File: config.mk
export PLATFORM = sky130hd
export DESIGN_NAME = sram_core_flat
export DESIGN_NICKNAME = d
export VERILOG_FILES = /design/src/rtl/sram_pkg.sv /design/src/rtl/sram_if.sv /design/src/rtl/sram_core.sv /design/src/flat_wrapper.sv
export SDC_FILE = /design/constraint.sdc
export NUM_CORES = 1
export LEC_CHECK = 0
export ABC_AREA = 1
export BUFFER_PORTS_ARGS = -buffer_cell sky130_fd_sc_hd__buf_2
export CAP_MARGIN = 30
export CORE_MARGIN = 10
export CORE_UTILIZATION = 35
export DETAILED_ROUTE_END_ITERATION = 10
export HOLD_SLACK_MARGIN = 0.08
export SYNTH_ARGS = -nofsm -noshare
export SYNTH_HDL_FRONTEND = slang
export SYNTH_SLANG_ARGS = --single-unit
File: constraint.sdc
create_clock -name clock -period 20 [get_ports clock]
set_input_delay 2 -clock clock [delete_from_list [all_inputs] [get_ports clock]]
set_output_delay 2 -clock clock [all_outputs]
set_load 0.05 [all_outputs]
File: src/rtl/sram_pkg.sv
// rtl/sram_pkg.sv - shared constants and word/address types for sram_core
//
// Purpose: default geometry of the flop-based scratch SRAM and the matching
// address/data word typedefs, imported by the interface, core and bench.
package sram_pkg;

  localparam int SRAM_DATA_SIZE_DEF  = 16;
  localparam int SRAM_DEPTH_LOG2_DEF = 5;

  typedef logic [SRAM_DEPTH_LOG2_DEF-1:0] sram_addr_t;
  typedef logic [SRAM_DATA_SIZE_DEF-1:0]  sram_word_t;

endpackage

File: src/rtl/sram_if.sv
// rtl/sram_if.sv - read/write bus bundle for sram_core
//
// Purpose: groups the SRAM write port, read port and full flag.
// Signals:
//   data_wren, addr_in, data_in : write enable, write address, write data
//   data_rden, addr_out         : read enable, read address
//   data_out                    : registered read data
//   sram_full                   : write address is at the top location
// Modports: master (datapath driving the SRAM), slave (sram_core).
interface sram_if
  import sram_pkg::*;
#(
  parameter int DATA_SIZE       = SRAM_DATA_SIZE_DEF,
  parameter int SRAM_DEPTH_LOG2 = SRAM_DEPTH_LOG2_DEF
) ();

  logic                       data_rden;
  logic                       data_wren;
  logic [DATA_SIZE-1:0]       data_in;
  logic [DATA_SIZE-1:0]       data_out;
  logic [SRAM_DEPTH_LOG2-1:0] addr_in;
  logic [SRAM_DEPTH_LOG2-1:0] addr_out;
  logic                       sram_full;

  modport master (
    output data_rden, data_wren, data_in, addr_in, addr_out,
    input  data_out, sram_full
  );

  modport slave (
    input  data_rden, data_wren, data_in, addr_in, addr_out,
    output data_out, sram_full
  );

endinterface

File: src/rtl/sram_core.sv
// rtl/sram_core.sv - flop-based dual-address synchronous SRAM
//
// Purpose: SRAM_DEPTH words of DATA_SIZE bits. A rising edge with data_wren
// writes data_in to addr_in; a rising edge with data_rden loads the word at
// addr_out into the data_out register (one-cycle latency, held otherwise).
// Reset (asynchronous, active-high) clears every word and data_out.
// Ports:
//   clock : rising-edge clock
//   reset : asynchronous active-high reset
//   bus   : sram_if.slave (see rtl/sram_if.sv for the signal list)
// Build option: SRAM_WRITE_THROUGH_EN - a same-cycle read and write of the
// same address forwards data_in to data_out; otherwise reads return the
// old contents (read-first).
module sram_core
  import sram_pkg::*;
#(
  parameter  int DATA_SIZE       = SRAM_DATA_SIZE_DEF,
  parameter  int SRAM_DEPTH_LOG2 = SRAM_DEPTH_LOG2_DEF,
  localparam int SRAM_DEPTH      = 2 ** SRAM_DEPTH_LOG2
) (
  input logic   clock,
  input logic   reset,
  sram_if.slave bus
);

  typedef logic [SRAM_DEPTH_LOG2-1:0] addr_t;
  typedef logic [DATA_SIZE-1:0]       word_t;

  localparam addr_t ADDR_TOP = addr_t'(SRAM_DEPTH - 1);

  word_t mem_q [SRAM_DEPTH];
  word_t mem_d [SRAM_DEPTH];
  word_t data_out_q;
  word_t data_out_d;

  always_comb begin
    mem_d = mem_q;
    if (bus.data_wren) begin
      mem_d[bus.addr_in] = bus.data_in;
    end
  end

  // Read samples mem_q (pre-write contents), which gives read-first
  // ordering on a same-address collision unless the bypass is built in.
  always_comb begin
    data_out_d = data_out_q;
    if (bus.data_rden) begin
      data_out_d = mem_q[bus.addr_out];
`ifdef SRAM_WRITE_THROUGH_EN
      if (bus.data_wren && (bus.addr_in == bus.addr_out)) begin
        data_out_d = bus.data_in;
      end
`endif
    end
  end

  always_ff @(posedge clock or posedge reset) begin
    if (reset) begin
      mem_q      <= '{default: '0};
      data_out_q <= '0;
    end else begin
      mem_q      <= mem_d;
      data_out_q <= data_out_d;
    end
  end

  assign bus.data_out  = data_out_q;
  // Pure address decode: deliberately independent of data_wren and reset.
  assign bus.sram_full = (bus.addr_in == ADDR_TOP);

endmodule

File: src/flat_wrapper.sv
// flat-port wrapper written by rule: the top's interface ports become plain ports
module sram_core_flat import sram_pkg::*;
#(
  parameter  int DATA_SIZE       = SRAM_DATA_SIZE_DEF,
  parameter  int SRAM_DEPTH_LOG2 = SRAM_DEPTH_LOG2_DEF,
  localparam int SRAM_DEPTH      = 2 ** SRAM_DEPTH_LOG2
)
  (clock, reset, bus_data_rden, bus_data_wren, bus_data_in, bus_addr_in, bus_addr_out, bus_data_out, bus_sram_full);
  sram_if #(.DATA_SIZE(DATA_SIZE), .SRAM_DEPTH_LOG2(SRAM_DEPTH_LOG2)) bus_i ();
  input logic clock;
  input logic reset;
  input wire logic [$bits(bus_i.data_rden)-1:0] bus_data_rden;
  input wire logic [$bits(bus_i.data_wren)-1:0] bus_data_wren;
  input wire logic [$bits(bus_i.data_in)-1:0] bus_data_in;
  input wire logic [$bits(bus_i.addr_in)-1:0] bus_addr_in;
  input wire logic [$bits(bus_i.addr_out)-1:0] bus_addr_out;
  output wire logic [$bits(bus_i.data_out)-1:0] bus_data_out;
  output wire logic [$bits(bus_i.sram_full)-1:0] bus_sram_full;
  assign bus_i.data_rden = bus_data_rden;
  assign bus_i.data_wren = bus_data_wren;
  assign bus_i.data_in = bus_data_in;
  assign bus_i.addr_in = bus_addr_in;
  assign bus_i.addr_out = bus_addr_out;
  assign bus_data_out = bus_i.data_out;
  assign bus_sram_full = bus_i.sram_full;
  sram_core #(.DATA_SIZE(DATA_SIZE), .SRAM_DEPTH_LOG2(SRAM_DEPTH_LOG2)) u_core (.clock(clock), .reset(reset), .bus(bus_i));
endmodule
* After elaboration in Yosys (flattened, before gate mapping) *
Index checks and enable logic that the tools add are counted.

storage, ports and cells
  memory bits (read-only) = 0
  input port bits = 30
  register bits after elaboration = 528
  memories kept = 0
  bits in latches = 0
  word-level logic and storage cells = 46
  bits in writable memories = 0
  output and inout port bits = 17

operators by class
  mux-type cells = 6
  $mul = 0
  reductions and logical operators = 1
  eq/ne operators = 1
  $lt $le $gt $ge = 3
  div/mod/pow operators = 0
  shift-type cells = 0
  add/subtract/negate cells = 0
  bitwise operators = 2

operator list
  kind                                                                   number
  512-bit bitwise mux                                                    1
  16-bit binary-select mux with 5-bit select                             1
  16-bit demux with 5-bit select                                         1
  16-bit two-way mux                                                     3
  6-bit >= comparator (second input constant)                            2
  5-bit inverter with 6-bit output                                       2
  6-bit by 1-bit < comparator with 1-bit output (second input constant)  1
  5-bit equality test (second input constant)                            1
  1-bit logical AND                                                      1

* Longest topological paths before layout *
Gate-level depths: netlist of run 1.

  depth after elaboration = 6
  mapped depth = 12

* Least setup slack after synthesis of run 1 *
Ideal clock, no wire load.

  path type = input to output
  start = input bus_addr_in[4]
  end = output bus_sram_full
  required time = 18000 ps
  setup slack = 14929 ps
  buffers on the path = 0
  arrival = 3071 ps
  stages = 4
  cells stage by stage = inv_1 nor3_4 inv_1 nor2_1

on the way
  longest elaborated chain between the ends = 1

ends and longest elaborated chain
  element              line                source
  from (decl)          flat_wrapper.sv:15  input wire logic [$bits(bus_i.addr_in)-1:0] bus_addr_in;
  5-bit equality test  sram_core.sv:69     assign bus.sram_full = (bus.addr_in == ADDR_TOP);
  to (decl)            flat_wrapper.sv:18  output wire logic [$bits(bus_i.sram_full)-1:0] bus_sram_full;

Every way passes these cells.

* Worst setup path after layout of run 1 *
Ends and elaborated chain as after synthesis.

==> metrics, run 1 <==
syn avg cell area ~8 um^2; clock skew 15.9 ps; PwrDens 108 nW/um^2; # IOs 47; Setup crit start kind input pin; post-placement cell area 24,900 um^2; sequential share of the synthesized area between 50% and 60%; Slew HR 28.8%; Initial Util 35.4%; NumNets Final 2,928; R2R cell count 8; design area 26,800 um^2; post-CTS setup buffer count 0; critical path launch point bus_addr_in[4]; IO Port Bufs 46; hold wc startpoint u_core.mem_q[417]$_DFFE_PP0P_; largest net degree at the start of global routing roughly 120; RSZ-0062 raised after global routing false; synth unique cells 18; final WL 72.8 mm; Core ar. just under 70,000 um^2; DR WL/cell 19.1 um; Rows between 90 and 100; Post-Syn Nets 3,020; Placed Cells incl. Taps 3,714; DR vias/cell 5.26; final setup vio count 0; first-pass iteration count of the detailed router 5; DR iter-0 viols around 2,100; width of the die 281 um; smallest hold slack 483 ps; number of global-route vias before repair 18,600; netlist area before placement 23,900 um^2; Worst Setup End Kind output pin; Hold Crit Depth 2; #FFs+latches synth approximately 530; r2r endpoint u_core.bus.data_out[13]$_DFFE_PP0P_; max frequency approximately 200 MHz; CTS H-Tree Depth 2; PostCTS Resize Cnt 0; Clock transition at path regs 60 ps; met3 usage 3.32%; Fin. Hold Viols 0; DP Wirelength between 40 and 50 mm; Area growth, synth to finish 12.0%; GR peak layer met2; Clock Tree Root clkbuf_16; top cell type by total area after synthesis dfrtp_1; Synth Instances 2,990; top cell type's share of synthesized area 55.3%; layout cells sized above 1 7.45%; Synth Warn # 0; met1 Usage GRT between 20% and 30%; antenna-violating nets left 0; gr ovfl total 0; die area 79,100 um^2; CP Max Fanout 5; antenna violations before repair 2; pins over their slew limit 0; GP Congestion 0.890; CTS sink count 528; # DRC 0; Worst Tran Pin Value 1070 ps; Pleak 0.0125 uW; status complete, no violations; vias roughly 20,000; fin crit period approximately 5000 ps; Clk Latency, worst-skew pair 620 ps; critical path required time ~18,000 ps; TNS Setup 0 ps; CTS tree built; die height ~280 um; r2r setup slk 18,450 ps; CP arrival 3000 ps; Clock Path Buffers 3; Worst VDD drop about 87 uV; Crit Path Class input pin to output pin; fin cells 3,815; MaxCap Viol Count 0; hold_buf cts 0; first-pass GRT wire length between 100 and 150 mm; TritonCTS buffer count 55; Total GRT Usage 18.3%; Hold EP u_core.mem_q[417]$_DFFE_PP0P_; GR Util met2 27.9%; HP Class register to register; R2R Path Start u_core.mem_q[61]$_DFFE_PP0P_; synth top area cells dfrtp_1 (55%), nand2_1 (18%), nand3_1 (9.1%); crit share post-route 25.0%; Final Core Density 39.7%
[final cells by class]
class | instances | area [um^2]
inverter | 33 | 141
clock inverter | 23 | 274
multi-input combinational | 2174 | 9480
tap | 873 | 1090
timing repair buffer | 106 | 975
clock buffer | 76 | 1580
antenna | 2 | 5.00
fill | 6871 | 40600
sequential | 528 | 13200
[worst max-delay path, stage by stage]
cell    delay (ps)
buf_2          140
inv_1          130
nor3_4         250
inv_1          120
nor2_1          90
buf_2          270
[power by group]
| group | leakage (uW) | internal (uW) | switching [uW] |
|---|---|---|---|
| logic | 0.00481 | 158 | 277 |
| clock network | 0.000919 | 625 | 434 |
| registers | 0.00676 | 1270 | 110 |
| total | 0.0125 | 2060 | 820 |
[layer usage]
layer | vias up | share of wire, %
li1 | 9549 | -
met1 | 9781 | 47
met2 | 647 | 44
met3 | 83 | 7.2
met4 | 2 | 2.0
met5 | - | 0.087
[cell usage after synthesis, drive strengths merged]
library cell and n:
a21oi 80, buf 93, clkbuf 162, nand3 433, nor3 10, dfrtp 528, nand2 1132, inv 33
o21ai 432, nor2 87
[layout by cell type (no fill, tap or decap), types with 10 or more instances in the layout]
master	Yosys	routed
clkbuf_8	0	13
o21ai_1	10	10
dfrtp_1	528	528
buf_2	55	44
buf_8	0	11
nand3_1	432	432
buf_16	0	10
a21oi_1	80	80
o21ai_0	422	422
nand2_1	1132	1132
buf_4	10	40
nor2_1	81	81
inv_1	29	26
clkinv_2	0	14
clkbuf_16	0	55
[sequential cells by signal (all words and copies together), names as in the netlist]
name	flops
u_core.mem_q	512
u_core.bus.data_out	16
[per-stage QoR]
step / worst slack, ps / power, uW
final: 15000 / 2880
after global placement: 14630 / 1810
after global routing: 14880 / 3030
after floorplan: 3250 / 1700
after CTS: 14980 / 2900
after detailed placement: 14650 / 1830
[kinds of logic (layout without fill, tap and decap cells)]
| family | count (synthesis) | after routing | synth area share (%) |
|---|---|---|---|
| compound gates | 512 | 512 | 10.7 |
| buf+inv | 288 | 238 | 4.97 |
| flops | 528 | 528 | 55.3 |
| other cells | 0 | 2 | 0 |
| simple gates | 1662 | 1662 | 29.0 |
[how the worst max path moves through the flow]
stage | slack, ps | cells after the start | end
after CTS | 14980 | 6 | bus_sram_full
after global placement | 14630 | 5 | u_core.mem_q[284]$_DFFE_PP0P_
after floorplan | 3250 | 1 | u_core.bus.data_out[0]$_DFFE_PP0P_
after detailed placement | 14650 | 5 | u_core.mem_q[284]$_DFFE_PP0P_
after global routing | 14880 | 6 | bus_sram_full
final | 15000 | 6 | bus_sram_full
Power figures use the tool's default switching activity.
==> run 2: changes to the inputs <==
Clock period 20 ns to 4.7 ns, I/O delays scaled along.
==> run 2 against run 1 <==
  * Count of clock-buffer cells in the layout is 2 higher
  * Die area unchanged
  * Critical path depth rose by 5
  * Clock power grew to 4.1 times the previous value
  * Non-clock buffer count is 10 higher
  * Combinational power grew to 4.3 times the previous value
  * Core utilization is essentially flat
  * Via count is 0.38% higher
  * Worst hold slack got worse by 120 ps
  * Routed wire length up 2.5%
  * First-iteration DRC count increased by 3.4%
==> metrics, run 2 (same netlist as run 1, synthesis figures left out) <==
Total GRT Usage 18.9%; CTS H-Tree Depth 2; CTS sink count roughly 530; DP Wirelength 43.9 mm; Slew HR a little over a third; Worst Tran Pin Value 971 ps; Clock transition at path regs around 60 ps; most frequent cells in the layout nand2_1 (1,132), dfrtp_1 (528), nand3_1 (432); most common cell after layout, fill and taps aside nand2_1; post-layout power 12,100 uW; crit share post-route between 40% and 50%; Clock Path Buffers 3; CP max-delay cell buf_4; GP Congestion 0.856; DR iter-0 viols 2,198; layout cells sized above 1 7.67%; clock skew ~22 ps; CP arrival 2830 ps; max frequency about 440 MHz; HP Class input pin to register; Largest register FFs 512; CTS tree built; final setup vio count 0; final WL approximately 75 mm; largest net degree at the start of global routing 97; fin crit period 2270 ps; critical path required time 5260 ps; Critical Path, Cell by Cell clkbuf_8 -> inv_8 -> buf_4 -> nand2_1 -> nand3_1 -> nand3_1 -> nand2_1 -> nand2_1 -> nand3_1 -> nand3_1 -> nand2_1; Crit Path Class input pin to register; Worst VDD drop 289 uV; antenna-violating nets left 0; DR vias/cell 5.27; NumNets Final 2,938; gr ovfl total 0; Max stage delay on crit path around 580 ps; RSZ-0062 raised after global routing false; Rows 95; antenna violations before repair 3; TritonCTS buffer count 55; status complete, no violations; Pleak 0.0125 uW; first-pass iteration count of the detailed router 6; Clock Tree Root clkbuf_16; PostCTS Resize Cnt 0; Fin. Hold Viols 0; Initial Util between 30% and 40%; smallest hold slack around 360 ps; MaxCap Viol Count 0; # IOs 47; largest register by flop count u_core.mem_q; die height roughly 280 um; Fill cells just under 7,000; Setup crit start kind input pin; pins over their slew limit 0; first-pass GRT wire length 117 mm; Core ar. about 67,000 um^2; Area growth, synth to finish 12.0%; DR WL/cell 19.5 um; Clk Latency, worst-skew pair 620 ps; PwrDens 454 nW/um^2; number of global-route vias before repair 19,200; # DRC 0; die area between 70,000 and 80,000 um^2; CP Max Fanout between 80 and 90; width of the die 281 um; Worst Setup End Kind register; TNS Setup 0 ps; vias 20,100; Final Core Density 39.7%; IO Port Bufs 46
-- run 2: area by class of cell --
cell class / count / area, um^2 / share of cell area [%]
clock inverter: 18 / 176 / 0.660
timing repair buffer: 116 / 1030 / 3.86
antenna: 2 / 5.00 / 0.0187
sequential: 528 / 13200 / 49.4
tap: 873 / 1090 / 4.08
inverter: 33 / 138 / 0.515
clock buffer: 78 / 1610 / 6.03
multi-input combinational: 2174 / 9480 / 35.4
-- run 2: routing by layer --
| layer | GRT usage, % | vias to the layer above | wire, um | part of all wire (%) |
|---|---|---|---|---|
| met2 | 29.2 | 672 | 33000 | 44 |
| met5 | 0 | - | 9 | 0.012 |
| met3 | 3.70 | 115 | 5870 | 7.9 |
| met4 | 5.83 | 2 | 2070 | 2.8 |
| li1 | - | 9568 | - | - |
| met1 | 26.3 | 9781 | 33700 | 45 |
-- run 2: critical path, delay by kind of cell --
family	cells	cell delay (ps)
simple gates	8	900
buf+inv	3	1360
-- run 2: through the flow --
stage               instance area [um^2]  setup WS, ps  std cells
floorplan                          23900         -2950       2990
global placement                   24700          1860       3713
detailed placement                 24900          1850       3723
CTS                                26700          2470       3820
global route                       26700          2270       3820
finish                             26700          2430       3822
-- run 2: timing repair --
action                    4_1_cts  5_1_grt
hold buffers                    1        0
setup buffers                   0        0
hold endpoints to repair       20        0
-- run 2: path summary, 6_finish.rpt --
check	slack, ps	end	startpoint	depth (start not counted)
worst max register to register	3220	u_core.bus.data_out[4]$_DFFE_PP0P_	u_core.mem_q[452]$_DFFE_PP0P_	8
worst min register to register	480	u_core.mem_q[396]$_DFFE_PP0P_	u_core.mem_q[396]$_DFFE_PP0P_	2
worst max-delay path	2430	u_core.bus.data_out[15]$_DFFE_PP0P_	bus_addr_out[0]	11
max in group asynchronous	3090	u_core.mem_q[102]$_DFFE_PP0P_	reset	4
worst min-delay path	360	u_core.bus.data_out[9]$_DFFE_PP0P_	bus_data_rden	3
min in group asynchronous	570	u_core.mem_q[395]$_DFFE_PP0P_	reset	3
-- run 2: power breakdown --
group / switching (uW) / internal (uW) / total (uW)
Combinational: 1180 / 683 / 1870
Sequential: 483 / 5420 / 5900
Clock: 1840 / 2540 / 4380
Total: 3510 / 8630 / 12100
